===== config.mk =====
export PLATFORM = sky130hd
export DESIGN_NAME = uart_rx
export DESIGN_NICKNAME = d
export VERILOG_FILES = /design/src/rtl/uart_pkg.sv /design/src/rtl/uart_rx_tick.sv /design/src/rtl/uart_rx.sv
export SDC_FILE = /design/constraint.sdc
export NUM_CORES = 1
export LEC_CHECK = 0
export ABC_CLOCK_PERIOD_IN_PS = 3650
export BUFFER_PORTS_ARGS = -buffer_cell sky130_fd_sc_hd__buf_2
export CAP_MARGIN = 15
export CORE_ASPECT_RATIO = 0.5
export CORE_MARGIN = 2
export CORE_UTILIZATION = 51
export CTS_CLUSTER_DIAMETER = 200
export CTS_CLUSTER_SIZE = 40
export DETAILED_ROUTE_END_ITERATION = 8
export PLACE_DENSITY_LB_ADDON = 0.15
export SLEW_MARGIN = 20
export SYNTH_ARGS = -nofsm -noshare
export SYNTH_HDL_FRONTEND = slang
export SYNTH_SLANG_ARGS = --single-unit

===== constraint.sdc =====
create_clock -name clk -period 3.65 [get_ports clk]
set_clock_uncertainty 0.2 [all_clocks]
set_input_delay 0.73 -clock clk [delete_from_list [all_inputs] [get_ports clk]]
set_output_delay 0.73 -clock clk [all_outputs]
set_load 0.01 [all_outputs]

===== src/rtl/uart_pkg.sv =====
// UART shared package: rx FSM states, default line constants
// and the oversample divider helper used by both rx and tx.
package uart_pkg;

  localparam int CLK_FREQ_HZ   = 100_000_000;
  localparam int BAUD_9600     = 9600;
  localparam int OVERSAMPLE_16 = 16;

  typedef enum logic [2:0] {
    IDLE,
    START,
    DATA,
    PARITY,
    STOP
  } rx_state_t;

  function automatic int calc_div(
    input int clk_freq,
    input int baud,
    input int os
  );
    return clk_freq / (baud * os);
  endfunction

endpackage


===== src/rtl/uart_rx_tick.sv =====
// Oversample tick generator: one-cycle tick every DIV clocks.
// Ports: clk, rst (async active-low), clear (sync restart), tick.
module uart_rx_tick
  import uart_pkg::*;
#(
  parameter int DIV = calc_div(CLK_FREQ_HZ, BAUD_9600, OVERSAMPLE_16)
) (
  input  logic clk,
  input  logic rst,
  input  logic clear,
  output logic tick
);

  localparam int W = (DIV > 1) ? $clog2(DIV) : 1;
  localparam logic [W-1:0] LAST = W'(DIV - 1);

  logic [W-1:0] cnt;

  always_ff @(posedge clk or negedge rst) begin
    if (!rst) begin
      cnt <= '0;
    end else if (clear || cnt == LAST) begin
      cnt <= '0;
    end else begin
      cnt <= cnt + 1'b1;
    end
  end

  // clear realigns the phase, so no tick leaks out that cycle
  assign tick = (cnt == LAST) && !clear;

endmodule


===== src/rtl/uart_rx.sv =====
// UART receiver: 16x oversampled 8N1 (8E1 with UART_RX_PARITY_EN).
// Ports: clk, rst (async active-low), rx -> rx_data, rx_valid,
//        frame_err, parity_err, busy.
module uart_rx
  import uart_pkg::*;
#(
  parameter int CLK_FREQ   = CLK_FREQ_HZ,
  parameter int BAUD       = BAUD_9600,
  parameter int OVERSAMPLE = OVERSAMPLE_16,
  parameter int DATA_BITS  = 8
) (
  input  logic                 clk,
  input  logic                 rst,
  input  logic                 rx,
  output logic [DATA_BITS-1:0] rx_data,
  output logic                 rx_valid,
  output logic                 frame_err,
  output logic                 parity_err,
  output logic                 busy
);

  localparam int DIV = calc_div(CLK_FREQ, BAUD, OVERSAMPLE);
  localparam int SW  = $clog2(OVERSAMPLE);
  localparam int BW  = (DATA_BITS > 1) ? $clog2(DATA_BITS) : 1;
  localparam logic [SW-1:0] S_MID  = SW'(OVERSAMPLE / 2 - 1);
  localparam logic [SW-1:0] S_LAST = SW'(OVERSAMPLE - 1);
  localparam logic [BW-1:0] B_LAST = BW'(DATA_BITS - 1);

  rx_state_t state, state_n;
  logic sync1, rx_s, rx_q;
  logic tick, start_det;
  logic [SW-1:0] scnt, scnt_n;
  logic [BW-1:0] bcnt, bcnt_n;
  logic [DATA_BITS-1:0] sh, sh_n, data_n;
  logic valid_n, ferr_n;
`ifdef UART_RX_PARITY_EN
  logic perr, perr_n, pout_n;
`endif

  uart_rx_tick #(.DIV(DIV)) u_tick (
    .clk  (clk),
    .rst  (rst),
    .clear(start_det),
    .tick (tick)
  );

  always_ff @(posedge clk or negedge rst) begin
    if (!rst) begin
      sync1     <= 1'b1;
      rx_s      <= 1'b1;
      rx_q      <= 1'b1;
      state     <= IDLE;
      scnt      <= '0;
      bcnt      <= '0;
      sh        <= '0;
      rx_data   <= '0;
      rx_valid  <= 1'b0;
      frame_err <= 1'b0;
    end else begin
      sync1     <= rx;
      rx_s      <= sync1;
      rx_q      <= rx_s;
      state     <= state_n;
      scnt      <= scnt_n;
      bcnt      <= bcnt_n;
      sh        <= sh_n;
      rx_data   <= data_n;
      rx_valid  <= valid_n;
      frame_err <= ferr_n;
    end
  end

`ifdef UART_RX_PARITY_EN
  always_ff @(posedge clk or negedge rst) begin
    if (!rst) begin
      perr       <= 1'b0;
      parity_err <= 1'b0;
    end else begin
      perr       <= perr_n;
      parity_err <= pout_n;
    end
  end
`else
  assign parity_err = 1'b0;
`endif

  always_comb begin
    state_n   = state;
    scnt_n    = scnt;
    bcnt_n    = bcnt;
    sh_n      = sh;
    data_n    = rx_data;
    valid_n   = 1'b0;
    ferr_n    = 1'b0;
    start_det = 1'b0;
`ifdef UART_RX_PARITY_EN
    perr_n    = perr;
    pout_n    = 1'b0;
`endif
    unique case (state)
      IDLE: begin
        scnt_n = '0;
        bcnt_n = '0;
`ifdef UART_RX_PARITY_EN
        perr_n = 1'b0;
`endif
        if (rx_q && !rx_s) begin
          start_det = 1'b1;
          state_n   = START;
        end
      end
      START: begin
        if (tick) begin
          if (scnt == S_MID) begin
            scnt_n  = '0;
            state_n = rx_s ? IDLE : DATA;
          end else begin
            scnt_n = scnt + 1'b1;
          end
        end
      end
      DATA: begin
        if (tick) begin
          if (scnt == S_LAST) begin
            scnt_n = '0;
            sh_n   = {rx_s, sh[DATA_BITS-1:1]};
            bcnt_n = bcnt + 1'b1;
            if (bcnt == B_LAST) begin
`ifdef UART_RX_PARITY_EN
              state_n = PARITY;
`else
              state_n = STOP;
`endif
            end
          end else begin
            scnt_n = scnt + 1'b1;
          end
        end
      end
`ifdef UART_RX_PARITY_EN
      PARITY: begin
        if (tick) begin
          if (scnt == S_LAST) begin
            scnt_n  = '0;
            perr_n  = ^sh ^ rx_s;
            state_n = STOP;
          end else begin
            scnt_n = scnt + 1'b1;
          end
        end
      end
`endif
      STOP: begin
        if (tick) begin
          if (scnt == S_LAST) begin
            state_n = IDLE;
`ifdef UART_RX_PARITY_EN
            pout_n  = perr;
`endif
            if (rx_s) begin
              data_n  = sh;
              valid_n = 1'b1;
            end else begin
              ferr_n = 1'b1;
            end
          end else begin
            scnt_n = scnt + 1'b1;
          end
        end
      end
      default: state_n = IDLE;
    endcase
  end

  assign busy = (state != IDLE);

endmodule


Word level (Yosys, flattened, before mapping)
Cells that the tools add are included.
W data, S select, Z words.
- flip-flop bits (word level): 41
- output and inout bits: 12
- logic and storage cells: 75
- add/subtract/negate cells: 3
- equality and inequality tests: 16
- muxes and demuxes: 31
- reductions and logical operators: 14
- operators with widths (operator ; count):
    $mux W3 ; 10
    $mux W4 ; 6
    $ne A2 B2 Y1 const B ; 9
    $pmux W4 S4 ; 1
    $pmux W3 S4 ; 1
    $add A10 B1 Y10 const B ; 1
    $eq A10 B10 Y1 const B ; 1
    $mux W1 ; 10
    $mux W10 ; 1
    $reduce_and A8 Y1 ; 1
    $eq A3 B3 Y1 const B ; 2
    $pmux W3 S2 ; 1
    $reduce_and A3 Y1 ; 2
    $reduce_and A5 Y1 ; 1
    $add A4 B1 Y4 const B ; 1
    $eq A4 B3 Y1 const B ; 1
    $eq A4 B4 Y1 const B ; 1
    $reduce_and A4 Y1 ; 1
    $reduce_bool A4 Y1 ; 1
    $add A3 B1 Y3 const B ; 1
    $eq A3 B1 Y1 const B ; 1
    $eq A3 B2 Y1 const B ; 1
    $logic_not A3 Y1 ; 1
    $reduce_bool A3 Y1 ; 1
    other kinds (5) ; 7

Longest topological paths before layout
- depth after elaboration: 8
- depth in mapped cells: 8
- mapped depth without buffers: 6

By module
Synthesis repeated with hierarchy kept, for this count alone.
- cell total of the unflattened synthesis: 161
- area, all modules: 1961.9 um^2
- by module, submodules not included (module ; instances ; cells an instance ; area an instance (um^2) ; sequential area each (um^2)):
    uart_rx ; 1 ; 111 ; 1453.9 ; 779.5
    uart_rx_tick ; 1 ; 50 ; 508.0 ; 250.2

Least setup slack after synthesis
No wires, ideal clock.
- path type: reg-to-reg
- start: reg u_tick.cnt[0]
- end: reg rx_data[0]
- setup time: 125 ps
- data arrival time: 1680 ps
- required time: 3325 ps
- setup slack: 1645 ps
- cell stages (with the launch flop): 9
- buffers on the path: 2
- clock period less this slack: 2005 ps
- cell sequence: dfrtp_1 inv_1 ha_1 and3b_4 and3_1 buf_6 and3_4 buf_6 mux2_4
- cells in the longest elaborated chain, start to end: 3
- ends and longest elaborated chain (what ; RTL line ; RTL):
    start: declaration ; uart_rx_tick.sv:17 ; logic [W-1:0] cnt;
    start signal: assignment ; uart_rx_tick.sv:25 ; cnt <= cnt + 1'b1;
    $eq A10 B10 Y1 ; uart_rx_tick.sv:30 ; assign tick = (cnt == LAST) && !clear;
    $logic_and A1 B1 Y1 ; uart_rx_tick.sv:30 ;
    $reduce_and A4 Y1 (no line) ; - ;
    end signal: assignment ; uart_rx.sv:67 ; rx_data <= data_n;
    end: declaration ; uart_rx.sv:15 ; output logic [DATA_BITS-1:0] rx_data,
No other way between the ends.
A chain may end at the register's enable or synchronous reset.

Worst setup path after layout
- start: reg state[1]
- end: out busy
- cells in the longest elaborated chain, start to end: 1
- ends and longest elaborated chain (what ; RTL line ; RTL):
    start: declaration ; uart_rx.sv:29 ; rx_state_t state, state_n;
    start signal: assignment ; uart_rx.sv:63 ; state <= state_n;
    $reduce_bool A3 Y1 ; uart_rx.sv:175 ; assign busy = (state != IDLE);
    end: declaration ; uart_rx.sv:19 ; output logic busy
No other way between the ends.

==> run metrics <==
status=finished, final reports clean; share of the synthesized area in the top cell type=48.1%; Die Y=48.0 um; register area=0.00103 mm^2; via count=1,234; clk sinks=41; Reg2Reg Setup Slack=1430 ps; clk root buf=clkbuf_8; maximum clock insertion buffer count=2; Worst path depth=3; Starting Density=55.5%; FF+latch count, synth=41; DRC viols=0; crit-path max cell delay=520 ps; DP Wirelength=2130 um; fraction of layout instances using a drive strength above 1=27.7%; port bufs=13; GP Congestion=0.806; FMAX=0.412 GHz; crit path DAT=1500 ps; worst-skew pair later-pin latency=290 ps; first-pass GRT wire length=5280 um; post-CTS sizing=0; ys async rst share=100%; leading area contributor after synthesis=dfrtp_1; Synth Area per Inst=11.6 um^2; Sum Neg Setup Slack=0 ps; Buffers & Inverters on Critical Path=2; fillers=302; Total Power=1060 uW; largest net degree at the start of global routing=42; startpoint types=flip-flop; library cells used by synthesis=43; GRT overflow=0; Final min period=2430 ps; hold buffers post-CTS=0; max-cap violation count=0; Mapped Cells=171; sequential fraction of the synthesis area=52.1%; Cell Chain, Critical Path=nor3_2 > inv_1 > buf_2; crit path capture=busy; count leader, synth=dfrtp_1; Power Density=493 mW/mm^2; per-cell routed wire length=13.3 um; total iterations of the first detailed-routing run=4; Rows=15; Die ar.=0.00442 mm^2; syn nets=179; H-tree depth=2; Hold Startpoint=sync1$_DFF_PN1_; antenna diode count=0; Mapped Area=0.00198 mm^2; yosys warns=0; cell count of the worst reg-to-reg path=6; Worst Path Max Fanout=14; final setup violating endpoints=0; postcts setup bufs=0; worst slew pin tran=887 ps; CTS Buf Count=5; worst path required time=2720 ps; VDD IR-drop max=0.291 mV; nets@finish=191; reg2reg end=rx_data[0]$_DFFE_PN0P_; critical path type=reg2out; Worst R2R Start=u_tick.cnt[0]$_DFF_PN0_; fin crit share=66.5%; vias per inst=5.25; Syn-to-layout area delta=8.48%; unrepaired setup endpoints after global routing=no; main area contributors after synthesis=dfrtp_1 48%, mux2_4 6.1%, mux2_2 5.7%, dfstp_2 4.0%, nor2_1 4.0%; Multi-input gate area=876 um^2; Final Hold Viols=0; Post-synth EDFFs=0; CP endpoint kind=primary output; core area=0.00357 mm^2; Commonest cells post-synth=38 x dfrtp_1, 21 x nor2_1, 13 x nand2_1, 10 x mux2_2, 10 x nand3_1; Static Leak=0.00101 uW; Primary FF master, synth=dfrtp_1; drt total wl=3110 um; Post-Place Setup Slack=1450 ps; slowest stage cell on the critical path=dfrtp_1; antenna-violating nets left=0; hold crit path type=reg2reg; crit-path leading delay family=flip-flops; initial antenna violation count=0; Die X=92.1 um; CTS clock-pin slew for the worst setup and hold paths=80 ps; Slew Viols, Final=0; CTS tree=done; Total Routing Usage GR=16.1%; final setup margin=1220 ps; io pins=15; Worst Setup SP=state[1]$_DFFE_PN0P_; Slew headroom=40.9%; DRT iter0 DRCs=93; vias in the first global route=1,087
-- layer usage --
metal  up-vias  global-route usage [%]  share of wire [%]
met5         -                       0                  0
met4         0                    5.37               0.39
met3         2                    5.67                3.8
met2        19                    24.4                 42
met1       596                    22.3                 53
li1        617                       -                  -
-- area by class of cell --
type | instances | share of cell area (%)
clock buffers | 6 | 3.85
clock inverters | 2 | 0.641
inverters | 4 | 0.700
multi-input cells | 118 | 40.8
flip-flops and latches | 41 | 48.0
well taps | 51 | 2.97
repair buffers | 13 | 3.03
-- where the power goes --
group / internal (uW) / total (uW) / switching, uW
Combinational: 83.8 / 177 / 93.2
Sequential: 507 / 571 / 64.0
Clock: 153 / 309 / 155
-- layout by cell type (no fill, tap or decap), drive strengths merged, types with 4 or more instances in the layout --
master,count
dfrtp,38
nor2,21
mux2,18
nand2,13
buf,13
nand3,11
xnor2,6
a21oi,6
clkbuf,6
ha,5
inv,4
and3,4
nor3,4
-- flip-flops by register name, indices dropped and copies added (netlist names) --
register / flops
rx_s: 1
scnt: 4
u_tick.cnt: 10
sh: 8
rx_q: 1
sync1: 1
frame_err: 1
rx_valid: 1
bcnt: 3
state: 3
rx_data: 8
-- logic make-up after synthesis --
kind of cell | synth area share, %
muxes | 12.3
DFF | 52.1
xor gates and xnor gates | 3.54
and+or+nand+nor | 19.4
adders and majority gates | 3.16
AOI/OAI and AO/OA | 5.76
buffers and inverters | 3.67
other | 0.190
-- how the worst min path moves through the flow --
stage / to / slack, ps / depth (start not counted)
floorplan: rx_s$_DFF_PN1_ / 150 / 0
global placement: rx_s$_DFF_PN1_ / 150 / 0
detailed placement: rx_s$_DFF_PN1_ / 150 / 0
CTS: rx_s$_DFF_PN1_ / 160 / 0
global route: rx_s$_DFF_PN1_ / 160 / 0
finish: rx_s$_DFF_PN1_ / 160 / 0
-- through the flow --
step	util (%)	cell area, um^2	cells	hold WS [ps]
after global placement	57.5	2050	227	146
after floorplan	-	1980	171	145
after global routing	60.2	2150	235	164
final	60.2	2150	235	158
after CTS	60.2	2150	235	159
after detailed placement	57.5	2050	227	147
Note: power is estimated with default switching activity, not from simulation.
